### config.mk
export PLATFORM = sky130hd
export DESIGN_NAME = bc_polinomio
export DESIGN_NICKNAME = d
export VERILOG_FILES = /design/src/rtl/bc_polinomio.sv
export SDC_FILE = /design/constraint.sdc
export NUM_CORES = 1
export LEC_CHECK = 0
export ABC_AREA = 1
export BUFFER_PORTS_ARGS = -buffer_cell sky130_fd_sc_hd__buf_2
export CAP_MARGIN = 20
export CORE_ASPECT_RATIO = 2
export CORE_MARGIN = 8
export CORE_UTILIZATION = 40
export CTS_CLUSTER_DIAMETER = 150
export CTS_CLUSTER_SIZE = 16
export DETAILED_ROUTE_END_ITERATION = 16
export PLACE_DENSITY = 0.66
export SYNTH_ARGS = -nofsm -noshare
export SYNTH_HDL_FRONTEND = slang
export SYNTH_SLANG_ARGS = --single-unit
### constraint.sdc
create_clock -name ck -period 10.98 [get_ports ck]
set_clock_uncertainty 0.05 [all_clocks]
set_input_delay 1.098 -clock ck [delete_from_list [all_inputs] [get_ports ck]]
set_output_delay 1.098 -clock ck [all_outputs]
set_load 0.02 [all_outputs]
### src/rtl/bc_polinomio.sv
`default_nettype none
// ============================================================================
// Module   : bc_polinomio
// Purpose  : Control block and datapath registers that evaluate
//            Resultado = A*X*X + B*X + C (mod 2^W) in Horner order
//            ((A*X)+B)*X + C, using one shared shift-add multiplier and one
//            shared adder. Operands are captured on the start edge, so the
//            inputs may change freely while the computation runs.
// Ports    : ck        - clock, all state changes on the rising edge
//            rst       - asynchronous active-high reset
//            inicio    - start request, only looked at in IDLE
//            pronto    - result acknowledge, only looked at in DONE
//            X,A,B,C   - polynomial variable and coefficients (W bits)
//            Resultado - registered result, changes only on completion
//            LED       - done flag, high only in DONE
//            ocupado   - busy flag, high in every state but IDLE and DONE
// Revision : 1.0 - initial release
// ============================================================================
module bc_polinomio #(
    parameter int W  = 16,
    parameter int CW = 5
) (
    input  logic         ck,
    input  logic         rst,
    input  logic         inicio,
    input  logic         pronto,
    input  logic [W-1:0] X,
    input  logic [W-1:0] A,
    input  logic [W-1:0] B,
    input  logic [W-1:0] C,
    output logic [W-1:0] Resultado,
    output logic         LED,
    output logic         ocupado
);

    typedef enum logic [2:0] {
        IDLE = 3'd0,
        MUL1 = 3'd1,
        ADD1 = 3'd2,
        MUL2 = 3'd3,
        ADD2 = 3'd4,
        DONE = 3'd5
    } state_t;

    // Last iteration index of a multiply: W partial-product steps, 0..W-1.
    localparam logic [CW-1:0] c_last_cnt = CW'(W - 1);
    localparam logic [CW-1:0] c_cnt_one  = CW'(1);

    state_t        r_state;
    logic [W-1:0]  r_xr;
    logic [W-1:0]  r_br;
    logic [W-1:0]  r_cr;
    logic [W-1:0]  r_acc;
    logic [W-1:0]  r_p;     // partial product
    logic [W-1:0]  r_m;     // multiplicand, shifted left each step
    logic [W-1:0]  r_q;     // multiplier, shifted right each step
    logic [CW-1:0] r_cnt;

    logic [W-1:0]  w_p_next;
    logic [W-1:0]  w_sum;
    logic          w_last;
    logic          w_in_mul;

    // One multiply step: conditionally accumulate the shifted multiplicand.
    // On the last step this value is the full (truncated) product.
    assign w_p_next = r_q[0] ? (r_p + r_m) : r_p;

    // Single adder shared by both add states: acc+B in ADD1, acc+C in ADD2.
    assign w_sum    = r_acc + ((r_state == ADD2) ? r_cr : r_br);

    assign w_last   = (r_cnt == c_last_cnt);
    assign w_in_mul = (r_state == MUL1) || (r_state == MUL2);

    always_ff @(posedge ck or posedge rst) begin
        if (rst) begin
            r_state   <= IDLE;
            r_xr      <= '0;
            r_br      <= '0;
            r_cr      <= '0;
            r_acc     <= '0;
            r_p       <= '0;
            r_m       <= '0;
            r_q       <= '0;
            r_cnt     <= '0;
            Resultado <= '0;
            LED       <= 1'b0;
            ocupado   <= 1'b0;
        end else begin
            if (w_in_mul) begin
                // Both multiplies always run the full W steps, giving a fixed
                // latency regardless of operand values.
                r_p   <= w_p_next;
                r_m   <= r_m << 1;
                r_q   <= r_q >> 1;
                r_cnt <= r_cnt + c_cnt_one;
                if (w_last) begin
                    r_acc   <= w_p_next;
                    r_state <= (r_state == MUL1) ? ADD1 : ADD2;
                end
            end else begin
                case (r_state)
                    IDLE: begin
                        if (inicio) begin
                            r_xr    <= X;
                            r_br    <= B;
                            r_cr    <= C;
                            r_acc   <= A;
                            r_p     <= '0;
                            r_m     <= A;
                            r_q     <= X;
                            r_cnt   <= '0;
                            ocupado <= 1'b1;
                            r_state <= MUL1;
                        end
                    end
                    ADD1: begin
                        // (A*X)+B becomes the multiplicand of the second pass.
                        r_acc   <= w_sum;
                        r_p     <= '0;
                        r_m     <= w_sum;
                        r_q     <= r_xr;
                        r_cnt   <= '0;
                        r_state <= MUL2;
                    end
                    ADD2: begin
                        Resultado <= w_sum;
                        LED       <= 1'b1;
                        ocupado   <= 1'b0;
                        r_state   <= DONE;
                    end
                    DONE: begin
                        // pronto wins over a simultaneous inicio: the new run
                        // can only start from IDLE on a later edge.
                        if (pronto) begin
                            LED     <= 1'b0;
                            r_state <= IDLE;
                        end
                    end
                    default: begin
                        r_state <= IDLE;
                    end
                endcase
            end
        end
    end

endmodule
`default_nettype wire

==> results.sh <==
export IMPL_worstPathRequired_ns=11.26
export IMPL_cp_arrival_ns=3.66
export IMPL_total_power_mw=3.55
export IMPL_finalSetupViolCount=0
export IMPL_worstPathMaxFanout=34
export IMPL_grt_antenna_before_repair=0
export IMPL_gp_congestion=0.913
export IMPL_rows=73
export IMPL_htreeDepth=4
export IMPL_initial_utilization_pct=40.6
export IMPL_met2_usage_pct=31.3
export IMPL_whs_ns=0.426
export IMPL_avgRoutedWirePerCell_um=14.7
export IMPL_vias=7012
export IMPL_slew_headroom_pct=31.4
export IMPL_hold_violations=0
export IMPL_final_antenna_net_count=0
export IMPL_drive_above_1_share_pct=14.9
export IMPL_setup_ws_ns=7.59
export IMPL_cp_common_cell="nand2_1"
export IMPL_worstMarginPinSlew_ns=1.03
export IMPL_firstDrtPassIters=5
export IMPL_grt_usage_pct=17.7
export IMPL_root_buffer="clkbuf_16"
export IMPL_nets=1235
export IMPL_grt_max_degree=74
export IMPL_clk_pin_slew_worst_paths_ns=0.06
export IMPL_ctsResizeCount=0
export IMPL_syn_nets=1167
export IMPL_most_common_layout_cells="nand2_1, dfrtp_1, inv_1, nor2_1, a21oi_1"
export IMPL_synth_seq_cells=138
export IMPL_drt_iter0_drc=468
export IMPL_grt_busiest_layer="met2"
export IMPL_start_kind="flop"
export IMPL_dieArea_mm2=0.0252
export IMPL_ctsHoldBuffers=0
export IMPL_areaGrowthSynthToFinish_pct=15.1
export IMPL_critPathBufInv=2
export IMPL_rsz0062_at_grt="no"
export IMPL_finalWirelength_um=20700
export IMPL_cts_tree="yes"
export IMPL_fin_tns_setup_ns=0
export IMPL_finalCritPeriodShare_pct=30.8
export IMPL_timing_fmax_mhz=295
export IMPL_grt_first_pass_wirelength_um=34800
export IMPL_synth_avg_cell_area_um2=7.55
export IMPL_status="finished clean"
export IMPL_dp_slack_ns=7.60
export IMPL_clock_tree_buffer_depth=2
export IMPL_netlist_area_mm2=0.00804
export IMPL_crit_type="flop to flop"
export IMPL_endpoint_kind="flop"
export IMPL_clock_latency_ns=0.43
export IMPL_min_path_type="flop to flop"
export IMPL_numCtsBuffers=17
export IMPL_cts_sinks=138
export IMPL_drc=0
export IMPL_synth_distinct_cells=42
export IMPL_netlist_instances=1064
export IMPL_cap_viol_max_count=0
export IMPL_layout_min_cycle_time_ns=3.39
export IMPL_ys_seq_area_share_pct=43.0
export IMPL_grt_pass1_vias=7111
export IMPL_port_buffers=85
export IMPL_post_cts_buffers=0
export IMPL_slew_violations=0
export IMPL_irDropWorstVdd_uv=181
export IMPL_ios=86
export IMPL_antenna_cells=0
export IMPL_critical_path_cell_chain="nand2_2, inv_1, buf_4, nand2_1, nand2_1, ha_1, or2_2, nand3b_1, nand2_1, nand2_1, nand2_1, nand2_1, nand3_1, nand2_1, nand2_1, nand2_1, nand2_1"
export IMPL_gr_total_overflow=0
export IMPL_layout_commonest_cell="nand2_1"
export IMPL_crit_slowest_cell="dfrtp_1"
export IMPL_use_met1_pct=18.9
export IMPL_yosysWarnings=0
export IMPL_via_per_inst=4.98
export IMPL_p_leak_nw=4.89
export IMPL_fp_dieH_um=216
export IMPL_cpPeakStageDelay_ns=0.59
export IMPL_p_per_area_mw_per_mm2=384
export IMPL_layout_cells_non_filler=1407
export IMPL_met3_usage_pct=3.23
export IMPL_die_w_um=116
export IMPL_dp_final_hpwl_um=16000
export IMPL_core_area_mm2=0.0198
export IMPL_dp_cells=1375
export IMPL_critical_path_top_delay_family="simple AND/OR/NAND/NOR gates"
==> per-layer routing <==
layer  up-vias  wire (um)
li1       3543          -
met1      3269       8220
met2       153      10800
met3        47        721
met4         0        948
met5         -          0
==> state kept, by name (all words and copies together), names as in the netlist <==
signal / cells
r_cr: 16
ocupado: 1
r_state: 3
r_acc: 16
r_m: 16
r_q: 16
LED: 1
r_cnt: 5
Resultado: 16
r_p: 16
r_br: 16
r_xr: 16
==> synth_stat cells (all sizes together) <==
cell type / instances / share of area, %
nand3: 50 / 3.3
a22oi: 1 / 0.093
nand4: 3 / 0.23
o21a: 1 / 0.093
xnor2: 5 / 0.54
nor3: 7 / 0.44
buf: 29 / 1.9
a21oi: 94 / 5.9
mux2: 33 / 4.6
ha: 33 / 5.1
a211oi: 1 / 0.093
clkbuf: 11 / 0.51
inv: 120 / 5.6
o211ai: 8 / 0.75
xor2: 5 / 0.54
o21ai: 55 / 3.4
nor2: 101 / 5.1
nand3b: 1 / 0.093
a21o: 2 / 0.19
a22o: 1 / 0.11
a31oi: 12 / 0.93
dfrtp: 138 / 43
o22ai: 3 / 0.23
or2: 4 / 0.31
o31ai: 1 / 0.093
nand2: 341 / 16
clkinv: 1 / 0.062
fa: 2 / 0.50
a32o: 1 / 0.12
==> per-stage QoR <==
stage               utilization [%]  cell area, um2
global route                   46.7            9260
detailed placement             43.5            8630
global placement               43.5            8630
finish                         46.7            9260
CTS                            46.7            9260
floorplan                         -            8040
==> area by class of cell <==
class,instances,area [um2]
Clock buffer,18,429
Timing Repair Buffer,89,455
Fill cell,1998,10600
Tap cell,262,328
Sequential cell,138,3450
Clock inverter,14,196
Inverter,121,463
Multi-Input combinational cell,765,3930
==> path summary, 6_finish.rpt <==
kind,startpoint,endpoint,slack [ns],depth (start not counted)
min in group asynchronous,rst,r_xr[2],0.68,2
worst min register to register,ocupado,ocupado,0.43,2
worst max register to register,r_state[2],r_acc[14],7.59,17
max in group asynchronous,rst,r_cr[13],8.83,3
worst min-delay path,ocupado,ocupado,0.43,2
worst max-delay path,r_state[2],r_acc[14],7.59,17
==> kinds of logic after synthesis <==
| group | count (synthesis) | synth area share [%] |
|---|---|---|
| AO/OA/AOI/OAI | 180 | 12.0 |
| XOR/XNOR | 10 | 1.09 |
| adder cells (fa/ha/maj) | 35 | 5.64 |
| buffers and inverters | 161 | 8.14 |
| flip-flops | 138 | 43.0 |
| multiplexers | 33 | 4.62 |
| AND/OR/NAND/NOR | 507 | 25.6 |
==> power by group <==
| part | total, mW | switching [mW] | leakage (nW) | internal, mW |
|---|---|---|---|---|
| logic | 1.98 | 1.26 | 2.93 | 0.713 |
| registers | 0.969 | 0.193 | 1.66 | 0.775 |
| clock network | 0.608 | 0.227 | 0.302 | 0.381 |
==> worst min-delay path: stages (launching register included) <==
cell and delay, ns:
dfrtp_1 0.34, nand2_1 0.06, nand2_1 0.05
(Power assumes the default switching activity.)
